## src/rtl/inst_prefetch.sv

```systemverilog
// inst_prefetch: instruction prefetch unit feeding the decoder.
// Issues one word read at a time, reassembles the NSHIFT-bit reply beats
// into a 2*REG_BITS instruction word, and queues completed words in a small
// FIFO. The decoder drains the FIFO head and can step through the head's low
// byte NSHIFT bits at a time. A write_pc flushes the queue and redirects the
// fetch stream; a reply already in flight is still drained but thrown away.
module inst_prefetch #(
    parameter int NSHIFT   = 2,
    parameter int REG_BITS = 8,
    parameter int DEPTH    = 2
) (
    input  logic                  clk,
    input  logic                  reset,

    // fetch request channel
    output logic                  fetch_req_valid,
    output logic [15:0]           fetch_req_addr,
    input  logic                  fetch_req_ready,

    // reply beats, LSB-first
    input  logic                  rx_data_valid,
    input  logic [NSHIFT-1:0]     rx_data,

    // instruction queue head towards the decoder
    output logic                  inst_valid,
    output logic [2*REG_BITS-1:0] inst,
    input  logic                  inst_done,

    // serial access to the head's low byte
    output logic [NSHIFT-1:0]     imm_data_in,
    input  logic                  next_imm_data,

    // decoder control
    input  logic                  block_prefetch,
    input  logic                  write_pc,
    input  logic [15:0]           new_pc,
    output logic                  prefetch_idle
);

    localparam int W         = 2 * REG_BITS;
    localparam int BEATS     = W / NSHIFT;
    localparam int IMM_STEPS = BEATS / 2;
    localparam int BW        = (BEATS > 1)     ? $clog2(BEATS)     : 1;
    localparam int KW        = (IMM_STEPS > 1) ? $clog2(IMM_STEPS) : 1;
    localparam int AW        = (DEPTH > 1)     ? $clog2(DEPTH)     : 1;
    localparam int CW        = $clog2(DEPTH + 1);

    typedef enum logic [1:0] {
        S_IDLE,
        S_REQ,
        S_RECV
    } state_t;

    state_t          state;
    state_t          state_nxt;

    logic [15:0]     fetch_addr;
    logic [BW-1:0]   beat_cnt;
    logic [W-1:0]    shreg;
    logic            discard;

    logic [W-1:0]    mem [DEPTH];
    logic [AW-1:0]   rd_ptr;
    logic [AW-1:0]   wr_ptr;
    logic [CW-1:0]   count;
    logic [KW-1:0]   imm_idx;

    logic            accept;
    logic            beat;
    logic            last_beat;
    logic [W-1:0]    word_nxt;
    logic            push;
    logic            pop;
    logic            can_issue;

    // Pointer advance with explicit wrap so any DEPTH >= 1 indexes safely.
    function automatic logic [AW-1:0] ptr_inc(input logic [AW-1:0] p);
        if (p == AW'(DEPTH - 1))
            return '0;
        else
            return p + AW'(1);
    endfunction

    // Event decode shared by the FSM, the datapath and the FIFO.
    always_comb begin
        accept    = (state == S_REQ) && fetch_req_ready;
        beat      = (state == S_RECV) && rx_data_valid;
        last_beat = beat && (beat_cnt == BW'(BEATS - 1));
        word_nxt  = {rx_data, shreg[W-1:NSHIFT]};
        // A flush in the same cycle as the final beat drops that word too.
        push      = last_beat && !discard && !write_pc;
        pop       = inst_done && inst_valid && !write_pc;
        // At most one request is outstanding, so one free slot is enough.
        can_issue = !block_prefetch && !write_pc && (count < CW'(DEPTH));
    end

    // FSM state register.
    always_ff @(posedge clk) begin
        // NOTE: every clocked process uses non-blocking assignments so all
        // registers update from the same pre-edge values.
        if (reset)
            state <= S_IDLE;
        else
            state <= state_nxt;
    end

    // FSM next-state logic; write_pc only blocks IDLE->REQ, it never
    // withdraws a raised request or cuts a reply short.
    always_comb begin
        // NOTE: the default assignment first keeps this block free of latches
        // on paths that do not change state.
        state_nxt = state;
        unique case (state)
            S_IDLE: if (can_issue)       state_nxt = S_REQ;
            S_REQ:  if (fetch_req_ready) state_nxt = S_RECV;
            S_RECV: if (last_beat)       state_nxt = S_IDLE;
            default:                     state_nxt = S_IDLE;
        endcase
    end

    // Fetch address: a redirect overrides the post-acceptance increment.
    always_ff @(posedge clk) begin
        if (reset)
            fetch_addr <= '0;
        else if (write_pc)
            fetch_addr <= new_pc;
        else if (accept)
            fetch_addr <= fetch_addr + 16'd2;
    end

    // Beat counter and shift register; beats only count while receiving.
    always_ff @(posedge clk) begin
        if (reset) begin
            beat_cnt <= '0;
            shreg    <= '0;
        end else if (beat) begin
            shreg <= word_nxt;
            if (last_beat)
                beat_cnt <= '0;
            else
                beat_cnt <= beat_cnt + BW'(1);
        end
    end

    // Discard flag marks a reply made stale by a redirect; it lives until
    // that reply's final beat so the next word assembles cleanly.
    always_ff @(posedge clk) begin
        if (reset)
            discard <= 1'b0;
        else if (last_beat)
            discard <= 1'b0;
        else if (write_pc && ((state == S_RECV) || accept))
            discard <= 1'b1;
    end

    // FIFO storage.
    always_ff @(posedge clk) begin
        // NOTE: the storage array has no reset; occupancy is tracked by the
        // pointers and count, and the output is masked while empty.
        if (push)
            mem[wr_ptr] <= word_nxt;
    end

    // FIFO pointers and occupancy; a flush wins over push and pop.
    always_ff @(posedge clk) begin
        if (reset || write_pc) begin
            rd_ptr <= '0;
            wr_ptr <= '0;
            count  <= '0;
        end else begin
            if (push)
                wr_ptr <= ptr_inc(wr_ptr);
            if (pop)
                rd_ptr <= ptr_inc(rd_ptr);
            if (push && !pop)
                count <= count + CW'(1);
            else if (pop && !push)
                count <= count - CW'(1);
        end
    end

    // Immediate index: restarts whenever the head changes, else steps with
    // wrap through the low byte.
    always_ff @(posedge clk) begin
        if (reset || write_pc || pop || (push && (count == '0)))
            imm_idx <= '0;
        else if (next_imm_data) begin
            if (imm_idx == KW'(IMM_STEPS - 1))
                imm_idx <= '0;
            else
                imm_idx <= imm_idx + KW'(1);
        end
    end

    // Output drive.
    always_comb begin
        fetch_req_valid = (state == S_REQ);
        fetch_req_addr  = fetch_addr;
        inst_valid      = (count != '0);
        inst            = inst_valid ? mem[rd_ptr] : '0;
        imm_data_in     = NSHIFT'(inst >> (NSHIFT * int'(imm_idx)));
        prefetch_idle   = (state == S_IDLE) && !discard;
    end

endmodule

```

## config.mk

```make
export PLATFORM = sky130hd
export DESIGN_NAME = inst_prefetch
export DESIGN_NICKNAME = d
export VERILOG_FILES = /design/src/rtl/inst_prefetch.sv
export SDC_FILE = /design/constraint.sdc
export NUM_CORES = 1
export LEC_CHECK = 0
export CAP_MARGIN = 20
export CORE_MARGIN = 4
export CORE_UTILIZATION = 42
export CTS_CLUSTER_DIAMETER = 120
export DETAILED_ROUTE_END_ITERATION = 8
export PLACE_DENSITY = 0.75
export SYNTH_ARGS = -nofsm -noshare
export SYNTH_HDL_FRONTEND = slang
export SYNTH_SLANG_ARGS = --single-unit
```

## constraint.sdc

```tcl
create_clock -name clk -period 7.51 [get_ports clk]
set_clock_uncertainty 0.15 [all_clocks]
set_input_delay 1.8775 -clock clk [delete_from_list [all_inputs] [get_ports clk]]
set_output_delay 1.8775 -clock clk [all_outputs]
set_load 0.1 [all_outputs]
```

==> out/results.ini, run 1 <==
[worst_setup_path]
reg2reg_depth = 4
crit_chain = mux2i_1, nor2_1, mux4_2, clkdlybuf4s50_1
crit_fanout = 16
cp_slowest_cell = clkdlybuf4s50_1
crit_buf_inv = 1
crit_end = imm_data_in[1]
crit_arrival_ps = 3080
crit_cells = 4
worstPathRequired_ps = 5480
regToRegSetupSlack_ps = 4850
cp_top_family = buffers and inverters
r2r_end = mem[1][5]
r2r-start = state[1]
cpPeakStageDelay_ps = 980
cp-start-kind = flop
end_kind = primary output
criticalPathCategory = reg -> out

[grt]
antenna_found_initial = 0
grt_pass1_vias = 2238
grt_pass1_wl_mm = 10.87
grt_overflow = 0
track_usage_pct = 15.60
grt_max_degree = 38

[clock_tree]
clock-sinks = 75
cts_setup_buffers = 0
cts_hold_buf = 0
max-clock-path-buffers = 2
clockRootBuffer = clkbuf_8
htree_levels = 3
cts_resized = 0
cts_tree = built
path_clk_slew_ps = 70
cts_made_buffers = 9
clkLatencyLatePin_ps = 350

[detailed_routing]
via_count = 2412
wl_per_cell_um = 14.54
drc_errors = 0
drtIter0Drc = 112
wirelength_mm = 6.821
drt-vias-per-instance = 5.143
dr.pass1.iters = 5
drtAntennaViolNets = 0

[yosys]
ys.warnings.count = 0
ys_types = 46
synth_area_um2 = 3212
synth_nets = 336
synth_edf_count = 32
ys_seq_area_share_pct = 56.72
synth-main-ff-cell = dfxtp_1
yosys.area.top_type = edfxtp_1
synthTopCellsByArea = edfxtp_1 30%, dfxtp_1 27%, mux2i_1 6.2%
synth-seq-cells = 75
syn_inst = 305
synth_top_area_share_pct = 29.92
syn_avg_cell_area_um2 = 10.53
async_flop_share_pct = 0

[layout]
num_antenna_cells = 0
fillers = 634
layout.nets = 396
final_layout_size_suffix_gt1_share_pct = 7.568
area_growth_pct = 28.91
final_cell_mix = 62 x clkdlybuf4s50_1, 44 x nand2_1, 43 x dfxtp_1
final_common_cell = clkdlybuf4s50_1

[floorplan]
core_area_um2 = 7331
die_y_um = 95.45
initial_utilization_pct = 43.81
die_w_um = 95.45
placementRows = 31
boundaryPins = 63
die_area_um2 = 9111

[power]
peakVddDrop_mv = 0.1332
p_leak_nw = 1.425
power_density_nw_per_um2 = 221.0

[sta]
rsz0062_at_grt = false
slew_violations = 0
relSlewSlack_pct = 32.64
timing.hold.ws_ps = 311.4
setup_viol = 0
timing.fmax_ghz = 0.1960
tightest_slew_ps = 1007
min_period_ps = 5103
post-route-period-util_pct = 67.95
finalHoldViolations = 0
fin_setup_tns_ps = 0

[hold_path]
min_path_type = reg -> reg
hold-path-cell-count = 2

[placement]
numPortBuffers = 62
place.gp.congestion = 0.7642
dp_hpwl_mm = 4.747

[job]
maxCapViolations = 0

[outcome]
status = completed

-- worst min-delay path: cells and delay by family (launching register included) --
| kind | cells | cell delay (ps) |
|---|---|---|
| AND/OR/NAND/NOR | 1 | 50 |
| flip-flops | 1 | 320 |
| AO/OA/AOI/OAI | 1 | 50 |
-- stage by stage --
stage                     util [%]  total power (W)  setup WS [ps]  instance area, µm²  instances
after global routing         56.48        0.0009451           2237                4140        469
after global placement       53.05        0.0005544           2719                3889        452
final                        56.48        0.0009152           2407                4140        469
after detailed placement     53.05        0.0005552           2592                3889        452
after floorplan                  -        0.0005218           2304                3212        305
after CTS                    56.32        0.0009223           2212                4129        468
-- cell usage after synthesis, types with 2 or more instances --
| library cell | count |
|---|---|
| nand3b_1 | 2 |
| edfxtp_1 | 32 |
| mux4_2 | 2 |
| nor4_1 | 2 |
| nor3_1 | 9 |
| a311oi_1 | 4 |
| xor2_1 | 7 |
| nand3_1 | 7 |
| nor2_1 | 41 |
| mux2i_1 | 20 |
| or3_1 | 2 |
| clkbuf_1 | 11 |
| inv_1 | 5 |
| dfxtp_1 | 43 |
| and2_1 | 2 |
| nand4_1 | 3 |
| a21oi_1 | 21 |
| nand2_1 | 44 |
| nor2b_1 | 2 |
| a211oi_1 | 6 |
| ha_1 | 5 |
| xnor2_1 | 7 |
| o21ai_0 | 3 |
| or4_1 | 2 |
| a2111oi_0 | 2 |
-- final cells by class --
cell class / instances / area [µm²] / area share [%]
Clock buffer: 10 / 127.6 / 3.082
Clock inverter: 6 / 112.6 / 2.720
Inverter: 6 / 22.52 / 0.5440
Multi-Input combinational cell: 208 / 1285 / 31.04
Sequential cell: 75 / 1822 / 44.00
Tap cell: 99 / 123.9 / 2.992
Timing Repair Buffer: 65 / 646.9 / 15.62
-- registers in the layout (all words and copies together), names as in the netlist, named ones only --
name            cells
beat_cnt            3
count               2
discard             1
fetch_req_addr     16
imm_idx             2
mem                32
rd_ptr              1
shreg              14
state               2
wr_ptr              1
-- power by group --
part	switching, W	total [W]	internal (W)	leakage [nW]
Combinational	0.0000728	0.000106	0.0000332	0.644
Sequential	0.0000108	0.000440	0.000429	0.659
Clock	0.000147	0.000369	0.000222	0.121
Total	0.000231	0.000915	0.000684	1.42
-- cell families (layout without fill, tap and decap cells) --
logic type / count (synthesis) / count (layout) / synth area share (%)
AOI/OAI and AO/OA: 40 / 40 / 7.869
and+or+nand+nor: 126 / 126 / 18.39
buffers and inverters: 22 / 87 / 3.272
xor gates and xnor gates: 14 / 14 / 3.818
DFF: 75 / 75 / 56.72
muxes: 23 / 23 / 7.986
adders and majority gates: 5 / 5 / 1.948
-- metal layers --
layer / wire length, µm / vias up / GRT usage [%]
li1: - / 1199 / -
met1: 3059 / 1149 / 20.42
met2: 3355 / 56 / 24.84
met3: 327 / 8 / 3.315
met4: 78 / 0 / 6.991
met5: 0 / - / 0
-- worst min path at each step --
stage | from | endpoint
after global placement | shreg[3] | mem[1][1]
after CTS | shreg[2] | mem[1][0]
final | beat_cnt[1] | beat_cnt[1]
after global routing | beat_cnt[1] | beat_cnt[1]
after detailed placement | shreg[2] | mem[0][0]
after floorplan | shreg[2] | mem[0][0]
(Power assumes the default switching activity.)
==> inputs of run 2 (changes only) <==
==> constraint.sdc (replaced) <==
create_clock -name clk -period 4.96 [get_ports clk]
set_clock_uncertainty 0.15 [all_clocks]
set_input_delay 1.24 -clock clk [delete_from_list [all_inputs] [get_ports clk]]
set_output_delay 1.24 -clock clk [all_outputs]
set_load 0.1 [all_outputs]
==> out/results.ini, run 2 (synthesis gave the netlist of run 1 again) <==
[outcome]
status = completed

[detailed_routing]
drtAntennaViolNets = 0  ; unchanged
wirelength_mm = 6.649  ; -2.5%
via_count = 2366  ; -1.9%
drt-vias-per-instance = 5.034  ; -2.1%
wl_per_cell_um = 14.15  ; -2.7%
drtIter0Drc = 102  ; -8.9%
dr.pass1.iters = 4  ; -1
drc_errors = 0  ; unchanged

[layout]
final_cell_mix = 52 x clkdlybuf4s50_1, 44 x nand2_1, 43 x dfxtp_1
instances_no_fill = 470  ; +0.21%
num_antenna_cells = 0  ; unchanged
final_common_cell = clkdlybuf4s50_1
layout.nets = 397  ; +0.25%
final_core_util_pct = 55.38  ; -1.1 points
regMostFlops = mem
largest_register_ffs = 32  ; unchanged
area_growth_pct = 26.41
fillers = 605  ; -4.6%
final_cell_area_um2 = 4060  ; -1.9%
final_layout_size_suffix_gt1_share_pct = 9.434  ; +1.9 points

[job]
maxCapViolations = 0  ; unchanged

[worst_setup_path]
criticalPathCategory = reg -> out
cp-start-kind = flop
crit_buf_inv = 1  ; unchanged
end_kind = primary output
crit_arrival_ps = 2710  ; -370 ps
worstPathRequired_ps = 3570  ; -1910 ps
cp_top_family = buffers and inverters
crit_fanout = 16  ; unchanged
cpPeakStageDelay_ps = 1130  ; +150 ps
cp_slowest_cell = clkdlybuf4s50_1
crit_chain = mux2i_1, nor2_1, clkdlybuf4s50_1

[sta]
timing.fmax_ghz = 0.2437
relSlewSlack_pct = 34.22  ; +1.6 points
slew_violations = 0  ; unchanged
rsz0062_at_grt = false
setup_viol = 0  ; unchanged
tightest_slew_ps = 983.6  ; -23.65 ps
finalHoldViolations = 0  ; unchanged
min_period_ps = 4104
fin_setup_tns_ps = 0  ; unchanged
post-route-period-util_pct = 82.75
timing.final.ws_setup_ps = 855.8  ; -1551 ps

[grt]
grt-busiest-layer = met2
antenna_found_initial = 0  ; unchanged
grt_pass1_vias = 2261  ; +1.0%
grt_util_met2_pct = 24.90  ; +0.058 points
grt_max_degree = 29  ; -24%
grt_overflow = 0  ; unchanged
grt_pass1_wl_mm = 10.85  ; -0.26%
track_usage_pct = 15.62  ; +0.018 points
grt.met3_usage_pct = 3.788  ; +0.47 points
grtUsageMet1_pct = 19.99  ; -0.43 points

[clock_tree]
cts_resized = 0  ; unchanged
cts_hold_buf = 0  ; unchanged
htree_levels = 3  ; unchanged
clockRootBuffer = clkbuf_8
cts_tree = built
clkLatencyLatePin_ps = 330  ; -20 ps
cts_made_buffers = 9  ; unchanged
cts_setup_buffers = 0  ; unchanged
clock-sinks = 75  ; unchanged
max-clock-path-buffers = 2  ; unchanged
path_clk_slew_ps = 70  ; about the same

[floorplan]
die_w_um = 95.45  ; unchanged
initial_utilization_pct = 43.81  ; unchanged
die_y_um = 95.45  ; unchanged
placementRows = 31  ; unchanged
core_area_um2 = 7331  ; unchanged
boundaryPins = 63  ; unchanged
die_area_um2 = 9111  ; unchanged

[power]
peakVddDrop_mv = 0.1438  ; +8.0%
p_leak_nw = 1.417  ; -0.51%
power_density_nw_per_um2 = 311.2  ; +41%

[placement]
place_area_um2 = 3879  ; -0.26%
numPortBuffers = 62  ; unchanged
dp_hpwl_mm = 4.675  ; -1.5%
place.gp.congestion = 0.7803  ; +2.1%
place_ws_ps = 1196  ; -1396 ps
place_inst = 454  ; +0.44%

[hold_path]
min_path_type = reg -> reg

-- run 2: cell count changes in the layout (fill, tap and decap cells not counted) --
cell / change
buf_4: +12
clkdlybuf4s50_1: -10
clkbuf_1: +3
bufinv_16: -2
buf_6: -1
clkinv_1: +1
clkinv_2: -1
inv_6: -1
-- run 2: final timing paths --
| path | start | to | slack (ps) | cells after the start |
|---|---|---|---|---|
| min | beat_cnt[1] | beat_cnt[1] | 310 | 2 |
| min reg2reg | beat_cnt[1] | beat_cnt[1] | 310 | 2 |
| max | flop | inst[8] | 860 | 3 |
| max reg2reg | state[1] | mem[1][3] | 2620 | 5 |
-- run 2: through the flow --
stage / hold slack (ps) / power (W)
2_1_floorplan: 275.4 / 0.0007900
3_3_place_gp: 283.0 / 0.0008392
3_5_place_dp: 299.7 / 0.0008409
4_1_cts: 315.3 / 0.001274
5_1_grt: 332.1 / 0.001312
6_report: 312.7 / 0.001264
-- run 2: power by group --
part / internal [W] / leakage, nW / total, W / switching [W]
Clock: 0.000233 / 0.0893 / 0.000437 / 0.000204
Combinational: 0.0000505 / 0.669 / 0.000161 / 0.000110
Sequential: 0.000650 / 0.659 / 0.000666 / 0.0000159
Total: 0.000933 / 1.42 / 0.00126 / 0.000330
-- run 2: worst min-delay path, cell delays in order, from the launching register on --
cell and delay [ps]:
dfxtp_1 310, nand2_1 50, a21oi_1 50
-- run 2: layout make-up --
type	count	area (µm²)	share of cell area [%]
tap	99	123.9	3.051
clock inverter	3	42.54	1.048
inverter	6	22.52	0.5547
multi-input combinational	208	1285	31.65
timing repair buffer	66	625.6	15.41
clock buffer	13	138.9	3.421
sequential	75	1822	44.87
-- run 2: metal layers --
layer,routed length [µm],share of wire (%)
met1,3027,46
met2,3183,48
met3,307,4.6
met4,131,2.0
met5,0,0
==> inputs of run 3 (changes only) <==
--- a/config.mk
+++ b/config.mk
@@ -10,7 +10,7 @@
 export CORE_UTILIZATION = 42
 export CTS_CLUSTER_DIAMETER = 120
 export DETAILED_ROUTE_END_ITERATION = 8
-export PLACE_DENSITY = 0.75
+export PLACE_DENSITY = 0.78
 export SYNTH_ARGS = -nofsm -noshare
 export SYNTH_HDL_FRONTEND = slang
 export SYNTH_SLANG_ARGS = --single-unit
==> constraint.sdc (replaced) <==
create_clock -name clk -period 3.49 [get_ports clk]
set_clock_uncertainty 0.15 [all_clocks]
set_input_delay 0.8725 -clock clk [delete_from_list [all_inputs] [get_ports clk]]
set_output_delay 0.8725 -clock clk [all_outputs]
set_load 0.1 [all_outputs]
==> out/results.ini, run 3 (synthesis gave the netlist of run 1 again) <==
[detailed_routing]
wirelength_mm = 6.888  ; +3.6%
via_count = 2460  ; +4.0%
drc_errors = 0  ; unchanged
drtIter0Drc = 109  ; +6.9%
wl_per_cell_um = 14.50  ; +2.5%
drtAntennaViolNets = 0  ; unchanged
dr.pass1.iters = 4  ; unchanged
drt-vias-per-instance = 5.179  ; +2.9%

[grt]
antenna_found_initial = 0  ; unchanged
track_usage_pct = 16.26  ; +0.64 points
grt_max_degree = 28  ; -3.4%
grt_overflow = 0  ; unchanged
grt_pass1_wl_mm = 11.41  ; +5.2%
grt_pass1_vias = 2492  ; +10%

[sta]
relSlewSlack_pct = 55.02  ; +21 points
timing.fmax_ghz = 0.3204
timing.hold.ws_ps = 316.4  ; +3.628 ps
post-route-period-util_pct = 89.42
min_period_ps = 3121
slew_violations = 0  ; unchanged
setup_viol = 0  ; unchanged
fin_setup_tns_ps = 0  ; unchanged
rsz0062_at_grt = false
tightest_slew_ps = 672.6  ; -311.0 ps
finalHoldViolations = 0  ; unchanged

[worst_setup_path]
crit_end = imm_data_in[0]
criticalPathCategory = reg -> out
regToRegSetupSlack_ps = 1250  ; -1370 ps
crit_arrival_ps = 2100  ; -610 ps
r2r-start = fetch_req_addr[4]
crit_fanout = 9  ; -7
cp-start-kind = flop
reg2reg_depth = 4  ; -1
r2r_end = fetch_req_addr[14]
end_kind = primary output
worstPathRequired_ps = 2470  ; -1100 ps

[floorplan]
die_w_um = 95.45  ; unchanged
core_area_um2 = 7331  ; unchanged
placementRows = 31  ; unchanged
initial_utilization_pct = 43.81  ; unchanged
die_area_um2 = 9111  ; unchanged
boundaryPins = 63  ; unchanged
die_y_um = 95.45  ; unchanged

[placement]
dp_hpwl_mm = 4.914  ; +5.1%
place.gp.congestion = 0.8087  ; +3.6%
numPortBuffers = 62  ; unchanged

[layout]
num_antenna_cells = 0  ; unchanged
area_growth_pct = 31.63
final_common_cell = nand2_1
largest_register_ffs = 32  ; unchanged
regMostFlops = mem
fillers = 606  ; +0.17%
layout.nets = 402  ; +1.3%
final_layout_size_suffix_gt1_share_pct = 21.01  ; +12 points
final_cell_mix = 44 x nand2_1, 43 x dfxtp_1, 35 x buf_4

[clock_tree]
clockRootBuffer = clkbuf_8
htree_levels = 3  ; unchanged
clock-sinks = 75  ; unchanged
max-clock-path-buffers = 2  ; unchanged
path_clk_slew_ps = 80  ; about the same
cts_hold_buf = 0  ; unchanged
cts_tree = built
cts_resized = 0  ; unchanged
clkLatencyLatePin_ps = 340  ; about the same
cts_setup_buffers = 0  ; unchanged
cts_made_buffers = 9  ; unchanged

[power]
p_leak_nw = 1.527  ; +7.7%
power_density_nw_per_um2 = 442.1  ; +42%
power_frac_clock_pct = 37.3  ; +2.7 points
p_int_w = 0.001367  ; +46%
p_sw_share_pct = 26.86  ; +0.72 points
peakVddDrop_mv = 0.2035  ; +41%
switching_power_w = 0.0005020  ; +52%
pwr-share-comb_pct = 12.1  ; -0.6 points
sequentialPowerShare_pct = 50.6  ; -2.1 points

[hold_path]
min_path_type = reg -> reg

[outcome]
status = completed

[job]
maxCapViolations = 0  ; unchanged

## run 3: metrics by stage
step	cells	setup WS [ps]	power, W	util (%)	cell area [µm²]
4_1_cts	475	345.6	0.001883	57.67	4228
3_5_place_dp	459	699.1	0.001193	54.79	4016
5_1_grt	475	250.0	0.001935	57.67	4228
2_1_floorplan	305	50.35	0.001123	-	3242
6_report	475	369.4	0.001869	57.67	4228
3_3_place_gp	459	736.1	0.001190	54.79	4016
## run 3: how the worst min path moves through the flow
| stage | startpoint | to | slack, ps | cells past startpoint |
|---|---|---|---|---|
| finish | beat_cnt[1] | beat_cnt[1] | 320 | 2 |
| detailed placement | shreg[2] | mem[0][0] | 300 | 0 |
| CTS | shreg[2] | mem[0][0] | 320 | 0 |
| floorplan | shreg[2] | mem[0][0] | 280 | 0 |
| global route | shreg[3] | mem[0][1] | 320 | 0 |
| global placement | shreg[3] | mem[0][1] | 280 | 0 |
## run 3: cell type report
| type | count | area [µm²] | area share [%] |
|---|---|---|---|
| clock inverter | 5 | 58.81 | 1.391 |
| clock buffer | 11 | 152.6 | 3.611 |
| tap | 99 | 123.9 | 2.930 |
| timing repair buffer | 71 | 733.2 | 17.34 |
| inverter | 6 | 22.52 | 0.5327 |
| multi-input combinational | 208 | 1315 | 31.10 |
| sequential | 75 | 1822 | 43.09 |
## run 3: power by group through the flow
| stage | clock, W | sequential (W) | combinational, W |
|---|---|---|---|
| 6_report | 0.000697 | 0.000946 | 0.000226 |
| 5_1_grt | 0.000747 | 0.000950 | 0.000238 |
| 4_1_cts | 0.000710 | 0.000946 | 0.000227 |
| 3_5_place_dp | 0 | 0.000966 | 0.000227 |
| 3_3_place_gp | 0 | 0.000966 | 0.000225 |
| 2_1_floorplan | 0 | 0.00105 | 0.0000735 |
## run 3: worst max-delay path: stages (launching register included)
cell,delay [ps]
dfxtp_1,650
mux2i_1,360
nor2_4,50
mux4_2,500
buf_12,190
## run 3: per-layer routing
metal  wire [µm]  global-route usage, %
met1        2909                  18.95
met2        3480                  28.22
met3         410                  3.631
met4          87                  7.820
met5           0                      0
